[src/rtl/instr_fetch_queue_pkg.sv]
// Shared constants and entry type for the instruction fetch queue.
// Imported by the interface and the queue itself.
package instr_fetch_queue_pkg;

    localparam int WORD_W = 32;
    localparam int FQ_DEPTH = 4;
    localparam logic [WORD_W-1:0] INSTR_NOP = 32'h0000_0000;

    typedef struct packed {
        logic [WORD_W-1:0] pc;
        logic [WORD_W-1:0] instr;
    } fq_entry_t;

endpackage

[src/rtl/instr_fetch_queue_if.sv]
// Fetch/decode handshake bundle around the fetch queue.
// master = fetch+decode side, slave = the queue.
interface instr_fetch_queue_if #(
    parameter int DEPTH = 4,
    parameter int WIDTH = 32
);
    localparam int CW = $clog2(DEPTH) + 1;

    logic             PushValid;
    logic             PushReady;
    logic [WIDTH-1:0] PushPC;
    logic [WIDTH-1:0] PushInstr;
    logic             PopValid;
    logic             PopReady;
    logic [WIDTH-1:0] PopPC;
    logic [WIDTH-1:0] PopInstr;
    logic [CW-1:0]    Count;

    modport master (
        output PushValid, PushPC, PushInstr, PopReady,
        input  PushReady, PopValid, PopPC, PopInstr, Count
    );

    modport slave (
        input  PushValid, PushPC, PushInstr, PopReady,
        output PushReady, PopValid, PopPC, PopInstr, Count
    );
endinterface

[src/rtl/instr_fetch_queue.sv]
// First-word-fall-through queue of {PC+4, instruction} between fetch and decode.
// Flush drops all entries on a redirect; storage is only cleared by Reset.
module instr_fetch_queue
    import instr_fetch_queue_pkg::*;
#(
    parameter int DEPTH = FQ_DEPTH
) (
    input  logic               Clk,
    input  logic               Reset,
    input  logic               Flush,
    instr_fetch_queue_if.slave q
);
    localparam int PW = $clog2(DEPTH);
    localparam int CW = PW + 1;
    localparam logic [CW-1:0] FULL_CNT = CW'(DEPTH);

    fq_entry_t       mem_q [DEPTH];
    logic [PW-1:0]   rd_q, rd_d;
    logic [PW-1:0]   wr_q, wr_d;
    logic [CW-1:0]   cnt_q, cnt_d;
    logic            full, empty;
    logic            push_fire, pop_fire;

    assign full      = (cnt_q == FULL_CNT);
    assign empty     = (cnt_q == '0);
    assign push_fire = q.PushValid && !full;
    assign pop_fire  = q.PopReady && !empty;

    // Next pointers/count; full is judged on the pre-edge count, so a
    // pop does not open room for a push in the same cycle.
    always_comb begin
        rd_d  = rd_q;
        wr_d  = wr_q;
        cnt_d = cnt_q;
        if (Flush) begin
            rd_d  = '0;
            wr_d  = '0;
            cnt_d = '0;
        end else begin
            if (push_fire) wr_d = wr_q + PW'(1);
            if (pop_fire)  rd_d = rd_q + PW'(1);
            unique case ({push_fire, pop_fire})
                2'b10:   cnt_d = cnt_q + CW'(1);
                2'b01:   cnt_d = cnt_q - CW'(1);
                default: cnt_d = cnt_q;
            endcase
        end
    end

    // Pointer and count registers.
    always_ff @(posedge Clk) begin
        if (Reset) begin
            rd_q  <= '0;
            wr_q  <= '0;
            cnt_q <= '0;
        end else begin
            rd_q  <= rd_d;
            wr_q  <= wr_d;
            cnt_q <= cnt_d;
        end
    end

    // Entry storage; cleared on reset so the head never shows unknowns.
    always_ff @(posedge Clk) begin
        if (Reset) begin
            for (int i = 0; i < DEPTH; i++) begin
                mem_q[i] <= '0;
            end
        end else if (!Flush && push_fire) begin
            mem_q[wr_q] <= '{pc: q.PushPC, instr: q.PushInstr};
        end
    end

    // Head mux: empty queue presents PC 0 and a NOP.
    always_comb begin
        q.PopValid  = !empty;
        q.PushReady = !full;
        q.Count     = cnt_q;
        q.PopPC     = '0;
        q.PopInstr  = INSTR_NOP;
        if (!empty) begin
            q.PopPC    = mem_q[rd_q].pc;
            q.PopInstr = mem_q[rd_q].instr;
        end
    end

endmodule
[src/flat_wrapper.sv]
// flat-port wrapper written by rule: the top's interface ports become plain ports
module instr_fetch_queue_flat import instr_fetch_queue_pkg::*;
#(
    parameter int DEPTH = FQ_DEPTH
)
  (Clk, Reset, Flush, q_PushValid, q_PushPC, q_PushInstr, q_PopReady, q_PushReady, q_PopValid, q_PopPC, q_PopInstr, q_Count);
  instr_fetch_queue_if #(.DEPTH(DEPTH)) q_i ();
  input  logic Clk;
  input  logic Reset;
  input  logic Flush;
  input wire logic [$bits(q_i.PushValid)-1:0] q_PushValid;
  input wire logic [$bits(q_i.PushPC)-1:0] q_PushPC;
  input wire logic [$bits(q_i.PushInstr)-1:0] q_PushInstr;
  input wire logic [$bits(q_i.PopReady)-1:0] q_PopReady;
  output wire logic [$bits(q_i.PushReady)-1:0] q_PushReady;
  output wire logic [$bits(q_i.PopValid)-1:0] q_PopValid;
  output wire logic [$bits(q_i.PopPC)-1:0] q_PopPC;
  output wire logic [$bits(q_i.PopInstr)-1:0] q_PopInstr;
  output wire logic [$bits(q_i.Count)-1:0] q_Count;
  assign q_i.PushValid = q_PushValid;
  assign q_i.PushPC = q_PushPC;
  assign q_i.PushInstr = q_PushInstr;
  assign q_i.PopReady = q_PopReady;
  assign q_PushReady = q_i.PushReady;
  assign q_PopValid = q_i.PopValid;
  assign q_PopPC = q_i.PopPC;
  assign q_PopInstr = q_i.PopInstr;
  assign q_Count = q_i.Count;
  instr_fetch_queue #(.DEPTH(DEPTH)) u_core (.Clk(Clk), .Reset(Reset), .Flush(Flush), .q(q_i));
endmodule
[config.mk]
export PLATFORM = sky130hd
export DESIGN_NAME = instr_fetch_queue_flat
export DESIGN_NICKNAME = d
export VERILOG_FILES = /design/src/rtl/instr_fetch_queue_pkg.sv /design/src/rtl/instr_fetch_queue_if.sv /design/src/rtl/instr_fetch_queue.sv /design/src/flat_wrapper.sv
export SDC_FILE = /design/constraint.sdc
export NUM_CORES = 1
export LEC_CHECK = 0
export CAP_MARGIN = 30
export CORE_ASPECT_RATIO = 0.9
export CORE_MARGIN = 10
export CORE_UTILIZATION = 40
export CTS_CLUSTER_DIAMETER = 150
export DETAILED_ROUTE_END_ITERATION = 10
export GPL_ROUTABILITY_DRIVEN = 0
export HOLD_SLACK_MARGIN = 0.06
export SYNTH_ARGS = -nofsm -noshare
export SYNTH_HDL_FRONTEND = slang
export SYNTH_SLANG_ARGS = --single-unit
[constraint.sdc]
create_clock -name Clk -period 7.3 [get_ports Clk]
set_input_delay 1.46 -clock Clk [delete_from_list [all_inputs] [get_ports Clk]]
set_output_delay 1.46 -clock Clk [all_outputs]
set_load 0.02 [all_outputs]
# Word level (Yosys, flattened, before mapping)
# Memories as Yosys holds them, arrays and structs flattened. A register that Yosys moved wholly into a read port is not among the register bits.
# Cells that the tools add are included.
[totals]
reg_bits = 7
memories = 1
mem_bits_rw = 256
[memory_table]
columns = ["name", "words", "word_bits", "rd", "rd_clocked_by_memory_dff", "wr", "line", "text"]
rows = [
  ["u_core.mem_q", 4, 64, 1, 1, 4, "instr_fetch_queue.sv:17", "fq_entry_t mem_q [DEPTH];"],
]
[op_classes]
n_eq_ne = 3
add_sub_neg = 4
n_reduce_logical = 10
muxes = 13
[op_table]
columns = ["cell", "count"]
rows = [
  ["32-bit two-way mux", 2],
  ["64-bit two-way mux", 1],
  ["64-bit OR reduction", 1],
  ["1-bit two-way mux", 6],
  ["2-bit two-way mux", 3],
  ["3-bit one-hot mux with 2 select lines", 1],
  ["2-bit by 1-bit adder with 2-bit output (second input constant)", 2],
  ["3-bit by 1-bit adder with 3-bit output (second input constant)", 1],
  ["3-bit equality test (second input constant)", 1],
  ["1-bit logical AND", 3],
  ["1-bit zero test", 3],
  ["3-bit zero test", 1],
  ["3-bit by 1-bit subtractor with 3-bit output (second input constant)", 1],
  ["2-bit by 1-bit equality test with 1-bit output (second input constant)", 1],
  ["2-bit equality test (second input constant)", 1],
  ["2-bit nonzero test", 1],
  ["2-bit OR reduction", 1],
]

# Logic depth before layout (Yosys ltp)
# Gate-level depths: netlist of run 1.
[logic_depth]
depth_word = 9
depth_mapped = 9
ltp_nobuf = 9

# Worst setup path before layout of run 1
# OpenSTA, ideal clock, no wires.
[synth_path]
kind = "input port to flip-flop"
from = "input port Flush"
to = "memory u_core.mem_q[1][0] (netlist name) (enable)"
setup_slack_ns = 3.735
t_required_ns = 6.906
path_buffers = 1
stages = 4
setup_time_ns = 0.394
arrival_ns = 3.170
path_cell_list = "or3b_4 > nor4b_4 > buf_6 > or2_2"
[synth_lines]
columns = ["item", "line", "text"]
rows = [
  ["start, declared", "flat_wrapper.sv:10", "input logic Flush;"],
  ["end, declared", "instr_fetch_queue.sv:17", ""],
]

==> metrics list, run 1 <==
- Status: complete, no violations
* Highest metal used: met5
* RSZ-0062 raised after global routing: false
- At the later pin of the worst-skew pair, clock insertion delay measures 540 ps.
- Overall overflow remaining after global route: 0
- The routed design uses 12900 um of met2 wire.
- Die height: 184 um
- Subtracting the final worst setup slack from the clock period gives 4890 ps.
* Final routed wire length divided by cell count: 20.7 um
- After layout, the design draws a total of 3.31 mW.
* Switching fraction of total power: 0.219
* Worst-Margin Slew: 802 ps
- Clock-pin slew was measured on the worst setup and hold paths at 60 ps.
* Post-layout worst setup margin: 2410 ps
* Via count of the first global-routing pass: 6920
- Synthesis inferred 265 register bits.
- Post-synth top flop: edfxtp_1
- Of the cells placed in the final design, the portion with a size suffix greater than 1 is 0.216.
- The core region is 29700 sq um.
- The area growth from synthesis to layout is 22.0%.
* Post-CTS Resized: 0
- Critical-path top delay cell: dfxtp_4
- The number of nets handed over by synthesis was 814.
* Total number of vias: 6290
- The internal portion of the total power is 2.59 mW.
* Number of levels in the clock H-tree: 1
- For this run, the number of standard cells in the final layout without fillers is 1299.
- Share of the yosys chip area belonging to registers: 0.656
- Of all cell types, the one taking the most synthesized area is edfxtp_1.
- Worst clock skew on the final layout: around 14 ps
- Antenna violations before repair: 3
* Number of hold violations in the final report: 0
- Kind of critical path: register to primary output
* Global-route wire length before repair: 42100 um
- Aggregate global-route resource usage: 0.145
- Highest cell delay on the worst timing path: 860 ps
- Pin placement for this block handled 138 I/O pins.
* Worst hold slack: 531 ps
* Top fanout value on the critical path: 37
* Total of warnings raised by yosys: 0
- Startpoint class of the critical path: register
- Of the total power, the clock network draws 0.389.
* Area fraction of the dominant cell type after synthesis: 0.641
* Final setup violation count: 0
- After filler insertion, the fill cell instance count of the layout stands at about 2600.
- Buf+Inv Stages, Crit Path: 2
* Maximum buffer depth of the clock tree: 3
- At the worst endpoint, the required time is roughly 5800 ps.
* Register share of total power: 0.533
- The count of final max-slew check failures was 0.
- Row count: 60
- By area the synthesized netlist is led by edfxtp_1 64%, and2_1 13%, mux4_2 12%.
* Beginning of the worst register-to-register path: u_core.q.Count[0]
- Across the VDD grid, the largest voltage drop is 0.000172 V.
- Summed over all nets, the half-perimeter wirelength after detailed placement is 15500 um.
* Worst min path class: register to register
- Sequential cell area in the final layout: 7880 sq um
- After the first detailed-routing iteration, the DRC count stood at just over 300.
- Final net count: 946
* Clock tree from TritonCTS: built
* Static power due to leakage: 5.15 nW
* Mean area per synthesized cell: 16.1 sq um
- Switching Power: 0.725 mW
* Crit path arrival time: 3430 ps
* Initial Util: 0.403
- In this run the tool buffered the top-level ports with 137 buffer cells.
- Die outline width: 203 um
- Detailed-route DRC error count: 0
- Total non-filler cell area in the finished layout: 14600 sq um
- The clock net in this run drives a total of 265 sinks.
- Max-cap violations in this run came to 0.
- Area of the mapped netlist: 12000 sq um
* Residual antenna-violating net count after detailed routing: 0
* Detail Route met3 WL: 1490 um
- Post-synthesis async set-or-reset flop share: 0
* Post-CTS setup buffers: 0
- Power per cell area: 226 nW/um^2
- Router iterations before antenna repair: 4
- The floorplan step defined a die boundary enclosing 37300 sq um.
* CTS hold repair buffers: 0
- Combinational fraction of design power: 0.078
- Cell-by-cell trace of the critical path: buf_4 -> mux4_2 -> and2_1 -> clkdlybuf4s50_1
* Period Utilization, post-route: 0.670
- Summing all multi-input logic gate instances after layout gives about 3900 sq um.
- In the final timing run, aggregate negative setup slack is 0 ps.
- Max-slew headroom at the worst pin: 0.465
* Number of enable-type register cells in the synthesized netlist: 256
* Routed length on met1: 12000 um
- In the routed layout, each cell is associated on average with a via count of 4.84.
* Number of instances in the synthesized netlist: 743
* List of most frequent post-synthesis cells: 256 x and2_1, 256 x edfxtp_1, 64 x and2_2, 64 x mux4_2, 17 x clkbuf_1
- Fin util: 0.492
- Largest net degree at the start of global routing: 66
- Clock tree synthesis inserted a total of 29 buffers.
- Start point of the worst min-delay path: u_core.rd_q[1]
- In this run, placement finished with an instance count of ~1200.
- The synthesized netlist contains 29 unique library cells.
- Clock root buffer: clkbuf_16
- Kind of cell with the highest combined delay on the critical path: buffers and inverters
- Placed Instance Area: 13800 sq um
- The worst setup path is captured at a primary output.
- Highest attainable clock frequency: between 200 and 250 MHz
- Wirelength, routed: 26800 um
* Post-Place Setup Slack: 2580 ps
==> path summary, 6_finish.rpt <==
| kind | to | slack (ps) | depth (start not counted) |
|---|---|---|---|
| max | q_PopPC[1] | 2410 | 4 |
| min | u_core.rd_q[1] | 530 | 2 |
| max reg2reg | u_core.mem_q[0][32] | 4570 | 6 |
| min reg2reg | u_core.rd_q[1] | 530 | 2 |
==> area by class of cell <==
type,count,area share
Multi-Input combinational cell,422,0.264
Inverter,7,0.00180
Tap cell,403,0.0345
Timing Repair Buffer,150,0.105
Sequential cell,265,0.538
Antenna cell,1,0.000171
Clock inverter,18,0.00573
Clock buffer,33,0.0506
==> cells in the final DEF, fill, tap and decap left out, types with 2 or more instances in the layout <==
master and n:
a21oi_1 3, and2_1 256, and2_2 64, buf_12 2
buf_16 2, buf_4 9, clkbuf_1 4, clkbuf_16 29
clkdlybuf4s50_1 137, clkinv_1 10, clkinv_2 6, dfxtp_1 7
dfxtp_4 2, edfxtp_1 256, inv_1 7, mux4_2 64
nand2_1 2, nor2_1 7, nor4b_4 2, o21ai_0 2
or2_4 3, or3_1 2, xor2_1 4
==> registers in the layout, indices dropped and copies added (netlist names), named ones only <==
signal          flops
u_core.mem_q      256
u_core.q.Count      3
u_core.rd_q         2
u_core.wr_q         2
==> power groups by stage <==
stage | Combinational [mW] | Sequential (mW) | Clock [mW]
6_report | 0.258 | 1.76 | 1.29
5_1_grt | 0.282 | 1.77 | 1.39
4_1_cts | 0.264 | 1.77 | 1.32
3_5_place_dp | 0.263 | 1.80 | 0
3_3_place_gp | 0.258 | 1.80 | 0
2_1_floorplan | 0.133 | 1.79 | 0
==> layer usage <==
layer,up-vias,global-route usage
li1,2963,-
met1,3147,0.192
met2,141,0.241
met3,35,0.0348
met4,4,0.0295
met5,-,0
==> worst register-to-register path, cell delays in order, from the launching register on <==
cell and delay, ps:
dfxtp_1 500, nor3b_4 150, nor4_4 220, buf_4 590, or2_4 230, buf_4 390
buf_12 310
==> cells by family after synthesis <==
logic type | after synthesis | synth area share
adder cells (fa/ha/maj) | 2 | 0.00271
flip-flops | 265 | 0.656
buffers and inverters | 56 | 0.0247
AO/OA/AOI/OAI | 9 | 0.00480
AND/OR/NAND/NOR | 343 | 0.189
multiplexers | 64 | 0.120
XOR/XNOR | 4 | 0.00292
(Power assumes the default switching activity.)
==> run 2, diff against run 1 <==
clock period = 4.25 ns   (was 7.3 ns; I/O delays follow)
==> metrics list, run 2 (synthesis gave the netlist of run 1 again) <==
- Status: complete, no violations (unchanged)
- The slew at the pin with the worst max-slew slack came to 800 ps (was 802 ps).
- Combinational fraction of design power: 0.077 (was 0.078)
* Power per cell area: 403 nW/um^2 (was 226 nW/um^2)
* Via count of the first global-routing pass: 7197 (was 6920)
- Register share of total power: 0.506 (was 0.533)
- Slack of the worst reg-to-reg path: 1680 ps (was 4570 ps)
* Wirelength, routed: 27800 um (was 26800 um)
- Largest net degree at the start of global routing: 66 (unchanged)
- Most used cells in the layout excluding fill and tap cells: 256 x and2_1, 256 x edfxtp_1, 137 x clkdlybuf4s50_1, 64 x mux4_2, 64 x and2_2 (unchanged)
- CTS hold repair buffers: 0 (unchanged)
- The critical path endpoint category is a primary output (unchanged).
* Per-cell via count in the routed design: 4.92 (was 4.84)
* Kind of critical path: register to primary output (unchanged)
- Clock Sinks: 265 (unchanged)
* Critical-path top delay cell: dfxtp_4 (unchanged)
* RSZ-0062 raised after global routing: false (unchanged)
* Post-CTS setup buffers: 0 (unchanged)
- The endpoint of the most critical register-to-register path is u_core.q.Count[2] (was u_core.mem_q[0][32]).
* I/O pins: 138 (unchanged)
* Clock root buffer: clkbuf_16 (unchanged)
- Of the available clock period, the critical path in the final layout requires 0.873.
- The clock-pin slew of the registers on the worst-case setup and hold paths was 60 ps (about the same).
* Post-CTS Resized: 0 (unchanged)
- The clock latency at the later pin of the worst-skew pair was 540 ps (about the same).
- Detail Route met3 WL: 1320 um (was 1490 um)
* Total non-filler cell area in the finished layout: 14800 sq um (was 14600 sq um)
* Peak ir drop on the vdd network: 0.000317 V (was 0.000172 V)
- Area enclosed by the die boundary: 37300 sq um (unchanged)
- Initial Util: 0.403 (unchanged)
- Row count: 60 (unchanged)
- The number of fill cells in the layout came to 2552 (was 2582).
- The register with the most flip-flops is u_core.mem_q (unchanged).
- Die height: 184 um (unchanged)
* Cell-by-cell trace of the critical path: buf_4 -> mux4_2 -> and2_1 -> clkdlybuf4s50_1 (unchanged)
* Core ar.: 29700 sq um (unchanged)
- Total number of vias: 6436 (was 6290)
- Max Cap Viol: 0 (unchanged)
* Maximum buffer depth of the clock tree: 3 (unchanged)
- Area used by multi-input combinational logic: 3860 sq um (unchanged)
* Hold Path Stages: 2 (unchanged)
- The post-route met1 wirelength came to 12400 um (was 12000 um).
- The flip-flop count of the largest register after layout is 256 (unchanged).
- The static leakage power is 5.24 nW (was 5.15 nW).
- Number of levels in the clock H-tree: 1 (unchanged)
- The iteration-0 DRC count of the detailed router is 345 (was 311).
* Start point of the worst min-delay path: u_core.rd_q[1] (unchanged)
* Residual antenna-violating net count after detailed routing: 0 (unchanged)
* Aggregate global-route resource usage: 0.150 (was 0.145)
- Final net count: 953 (was 946)
- Beginning of the worst register-to-register path: u_core.q.Count[2] (was u_core.q.Count[0])
- The register area is 7880 sq um (unchanged).
* Layout cell share with drive strength beyond 1: 0.224 (was 0.216)
- Highest cell delay on the worst timing path: 730 ps (was 860 ps)
- The global-route congestion overflow total came to 0 (unchanged).
- The half-perimeter wire length of the detailed placement result is 15800 um (was 15500 um).
* Worst min path class: register to register (unchanged)
- Top fanout value on the critical path: 24 (was 37)
- Internal power contribution: 4.70 mW (was 2.59 mW)
* Detail Route met2 WL: 13600 um (was 12900 um)
- Worst clock skew on the final layout: 10.6 ps (was 13.6 ps)
- The total negative slack is 0 ps (unchanged).
- The post-placement cell area is 13900 sq um (was 13800 sq um).
- Detailed-route DRC error count: 0 (unchanged)
- The critical path required time was 3400 ps (was 5840 ps).
* Global-route wire length before repair: 43400 um (was 42100 um)
- The die width was 203 um (unchanged).
- TritonCTS Buffers: 29 (unchanged)
- Static timing analysis puts the maximum clock frequency at 270 MHz.
- The detailed-route wire length per cell is 21.2 um (was 20.7 um).
- Worst-case hold path end point: u_core.rd_q[1] (unchanged)
- Layout overhead on the synthesized area: 23.6% (was 22.0%)
* Time the worst path needs with I/O delays and setup: 3710 ps
- Final setup violation count: 0 (unchanged)
- Startpoint class of the critical path: register (unchanged)
- The arrival time of data at the critical path endpoint came to 2860 ps (was 3430 ps).
- The worst-case headroom to the max-slew limit is 0.467 (was 0.465).
- Router iterations before antenna repair: 4 (unchanged)
- The CTS tree is built (unchanged).
* Power share of the clock group: 0.417 (was 0.389)
- Antenna violations before repair: 2 (was 3)
- The net switching share of the total power was 0.213 (was 0.219).
- Switching Power: 1.27 mW (was 0.725 mW)
- The cell depth of the worst flop-to-flop path was 9 (was 6).
- Kind of cell with the highest combined delay on the critical path: buffers and inverters (unchanged)
- Buf+Inv Stages, Crit Path: 2 (unchanged)
- The total of buffers placed on input and output ports is 137 (unchanged).
- The top layer reached by signal wires was met5 (unchanged).
* Number of hold violations in the final report: 0 (unchanged)
- The count of final max-slew check failures is 0 (unchanged).
[run 2: how the worst max path moves through the flow]
stage | from | endpoint | slack, ps | cells past startpoint
2_1_floorplan | Flush | u_core.mem_q[1][0] | 1300 | 4
3_3_place_gp | register | q_PopPC[23] | 1000 | 4
3_5_place_dp | register | q_PopPC[23] | 1020 | 4
4_1_cts | register | q_PopPC[23] | 430 | 4
5_1_grt | register | q_PopInstr[5] | 360 | 4
6_report | register | q_PopPC[23] | 540 | 4
[run 2: power by group through the flow]
stage	logic [mW]	clock network, mW	registers, mW
after floorplan	0.229	0	3.07
after global placement	0.468	0	3.08
after detailed placement	0.469	0	3.08
after CTS	0.471	2.55	3.03
after global routing	0.499	2.65	3.04
final	0.457	2.49	3.03
[run 2: cell type report]
| class | count | area share |
|---|---|---|
| clock inverter | 19 | 0.0130 |
| clock buffer | 35 | 0.0505 |
| timing repair buffer | 157 | 0.109 |
| inverter | 7 | 0.00177 |
| sequential | 265 | 0.531 |
| multi-input combinational | 422 | 0.261 |
| antenna | 1 | 0.000169 |
| tap | 403 | 0.0340 |
[run 2: per-layer routing]
| layer | up-vias | GRT usage |
|---|---|---|
| met5 | - | 0 |
| met4 | 2 | 0.0307 |
| met3 | 39 | 0.0311 |
| met2 | 133 | 0.252 |
| met1 | 3281 | 0.197 |
| li1 | 2981 | - |
[run 2: metrics by stage]
stage	hold WS [ps]	setup WS [ps]	power, mW	std cells	util
floorplan	485	1300	3.30	743	-
global placement	508	1000	3.55	1254	0.467
detailed placement	515	1020	3.55	1254	0.467
CTS	533	433	6.05	1308	0.498
global route	580	361	6.19	1308	0.498
finish	525	542	5.98	1309	0.498
[run 2: worst min-delay path, stage by stage, from the launching register on]
cell and delay (ps):
dfxtp_1 320, xor2_1 60, nor2_1 100
==> run 3, diff against run 2 <==
--- a/config.mk
+++ b/config.mk
@@ -9,3 +9,3 @@
 export CORE_ASPECT_RATIO = 0.9
-export CORE_MARGIN = 10
+export CORE_MARGIN = 2
 export CORE_UTILIZATION = 40
==> constraint.sdc (replaced) <==
create_clock -name Clk -period 4.25 [get_ports Clk]
set_input_delay 0.425 -clock Clk [delete_from_list [all_inputs] [get_ports Clk]]
set_output_delay 0.425 -clock Clk [all_outputs]
set_load 0.02 [all_outputs]
==> metrics list, run 3 (synthesis gave the netlist of run 1 again) <==
* Global-route wire length before repair: 40800 um (was 43400 um)
- The number of resized instances in the post-cts repair step came to 0 (unchanged).
- Maximum buffer depth of the clock tree: 3 (unchanged)
- Worst clock skew on the final layout: 13.2 ps (was 10.6 ps)
- The worst hold path cell count came to 2 (unchanged).
- The worst reg2reg path startpoint was u_core.q.Count[2] (unchanged).
- The clock power share came to 0.414 (was 0.417).
- The remaining design rule violation count came to 0 (unchanged).
- The number of antenna diodes was 0 (was 1).
- Via count of the first global-routing pass: 6986 (was 7197)
* Switching fraction of total power: 0.208 (was 0.213)
- The detailed-route wire length per cell came to 20.3 um (was 21.2 um).
- CTS hold repair buffers: 0 (unchanged)
* Internal power contribution: 4.69 mW (was 4.70 mW)
- The register with the most flip-flops is u_core.mem_q (unchanged).
- The footprint of the multi-input gates is 3860 sq um (unchanged).
- Power per cell area: 402 nW/um^2 (was 403 nW/um^2)
- Antenna violations before repair: 2 (unchanged)
- Worst min path class: register to register (unchanged)
- IO Port Bufs: 137 (unchanged)
- The iteration-0 DRC count of the detailed router was 350 (was 345).
* Final net count: 947 (was 953)
- The total setup violations reported at the end of the flow was 0 (unchanged).
* Layout cell share with drive strength beyond 1: 0.217 (was 0.224)
- Most used cells in the layout excluding fill and tap cells: 256 x and2_1, 256 x edfxtp_1, 137 x clkdlybuf4s50_1, 64 x mux4_2, 64 x and2_2 (unchanged).
* Crit path arrival time: 2930 ps (was 2860 ps)
- The post-route met1 wirelength was 11800 um (was 12400 um).
* Top fanout value on the critical path: 29 (was 24)
- Max-slew headroom at the worst pin: 0.414 (was 0.467)
- Fin util: 0.496 (was 0.498)
- The cell type of the slowest stage on the worst timing path is dfxtp_4 (unchanged).
- Status: complete, no violations (unchanged)
- The die outline area came to 31400 sq um (was 37300 sq um).
- The post-route antenna net violation count is 0 (unchanged).
- The clock latency at the later pin of the worst-skew pair was 530 ps (was 540 ps).
- Router iterations before antenna repair: 4 (unchanged)
- The number of fill cells in the layout came to 2573 (was 2552).
* Combinational fraction of design power: 0.076 (was 0.077)
- RSZ-0062 raised after global routing: false (unchanged).
- The number of placement rows came to 60 (unchanged).
* Period Utilization, post-route: 0.790 (was 0.873)
* Clock tree from TritonCTS: built (unchanged)
- Detail Route met2 WL: 12900 um (was 13600 um)
- Req. time, crit path: 3830 ps (was 3400 ps)
- The area growth from synthesis to layout came to 22.9% (was 23.6%).
- The initial core utilization came to 0.403 (unchanged).
- The die width came to 187 um (was 203 um).
- The top layer reached by signal wires is met5 (unchanged).
- Post-layout worst setup margin: 892 ps (was 542 ps)
- Post-Place Setup Slack: 1300 ps (was 1020 ps)
* Cell depth of the worst flop-to-flop path: 9 (unchanged)
- The power spent charging and discharging nets is 1.23 mW (was 1.27 mW).
- Max Cap Viol: 0 (unchanged)
- The total length of routed wires came to 26400 um (was 27800 um).
- The endpoint of the most critical register-to-register path is u_core.q.Count[2] (unchanged).
- Clock root buffer: clkbuf_16 (unchanged)
- Number of levels in the clock H-tree: 1 (unchanged)
- The static leakage power came to 5.20 nW (was 5.24 nW).
- Worst-case hold path end point: u_core.rd_q[1] (unchanged)
* Kind of end point of the critical path: primary output (unchanged)
- Clock transition time at the flip-flop clock pins of the worst setup and hold paths: 60 ps (about the same)
- Cell-by-cell trace of the critical path: buf_12 -> mux4_2 -> and2_1 -> clkdlybuf4s50_1 (was buf_4 -> mux4_2 -> and2_1 -> clkdlybuf4s50_1)
- The via density per instance came to 4.96 (was 4.92).
* Start point of the worst min-delay path: u_core.rd_q[1] (unchanged)
* Clock Sinks: 265 (unchanged)
- Highest attainable clock frequency: 298 MHz (was 270 MHz)
- Slack of the worst reg-to-reg path: 1700 ps (was 1680 ps)
- The nature of the critical path startpoint is a register (unchanged).
- The count of final hold-check violations is 0 (unchanged).
- Aggregate global-route resource usage: 0.170 (was 0.150)
* Finished Layout Cells: 1301 (was 1309)
- Kind of critical path: register to primary output (unchanged)
* Die height: 168 um (was 184 um)
- The global-route congestion overflow total was 0 (unchanged).
- Post-CTS setup buffers: 0 (unchanged)
* TritonCTS Buffers: 28 (was 29)
* Peak ir drop on the vdd network: 0.000264 V (was 0.000317 V)
* Half-perimeter wire length of the detailed placement result: 14800 um (was 15800 um)
- The count of placed standard cells including taps was 1249 (was 1254).
- The slew at the pin with the worst max-slew slack is 879 ps (was 800 ps).
- The power share of the sequential group is 0.511 (was 0.506).
- Time the worst path needs with I/O delays and setup: 3360 ps (was 3710 ps)
- The flip-flop count of the largest register after layout is 256 (unchanged).
- The total negative slack is 0 ps (unchanged).
- The routed wire length on met3 is 1320 um (about the same).
* Largest net degree at the start of global routing: 66 (unchanged)
- The register area was 7880 sq um (unchanged).
- The count of final max-slew check failures is 0 (unchanged).
* I/O pins: 138 (unchanged)
* Highest cell delay on the worst timing path: 730 ps (about the same)
* Core ar.: 29700 sq um (unchanged)
- The number of vias in the routed layout was 6452 (was 6436).
-- run 3: cell types whose count changed in the layout (fill, tap and decap cells not counted), sizes merged --
cell / before / now
clkinv: 14 / 10
diode: 1 / 0
buf: 20 / 15
clkbuf: 35 / 38
inv: 8 / 7
-- run 3: routing by layer --
metal	track usage	vias up
met2	0.290	153
met5	0	-
met1	0.229	3301
met4	0.0290	4
li1	-	2960
met3	0.0365	34
-- run 3: cell type report --
class | instances | share of cell area
timing repair buffer | 152 | 0.105
clock inverter | 14 | 0.0110
inverter | 7 | 0.00178
multi-input combinational | 422 | 0.262
sequential | 265 | 0.534
tap | 403 | 0.0342
clock buffer | 38 | 0.0515
-- run 3: per-stage QoR --
stage               total power, mW  cell area (sq um)  hold slack, ps
finish                         5.93              14700             550
global route                   6.12              14700             591
CTS                            6.00              14700             550
detailed placement             3.54              13800             516
global placement               3.54              13800             516
floorplan                      3.30              12000             485
-- run 3: worst max-delay path: cells and delay by family, from the launching register on --
family / cells / cell delay, ps
buffers and inverters: 2 / 890
DFF: 1 / 730
muxes: 1 / 540
and+or+nand+nor: 1 / 210
-- run 3: power groups by stage --
stage	registers [mW]	logic [mW]	clock network [mW]
after CTS	3.03	0.459	2.51
after detailed placement	3.08	0.458	0
final	3.03	0.449	2.45
after global placement	3.08	0.455	0
after global routing	3.04	0.486	2.60
after floorplan	3.07	0.229	0
-- run 3: how the worst max path moves through the flow --
stage	start	to
4_1_cts	register	q_PopInstr[31]
5_1_grt	register	q_PopInstr[31]
3_3_place_gp	Reset	u_core.mem_q[2][28]
6_report	register	q_PopInstr[5]
2_1_floorplan	Flush	u_core.mem_q[1][0]
3_5_place_dp	Reset	u_core.mem_q[2][32]
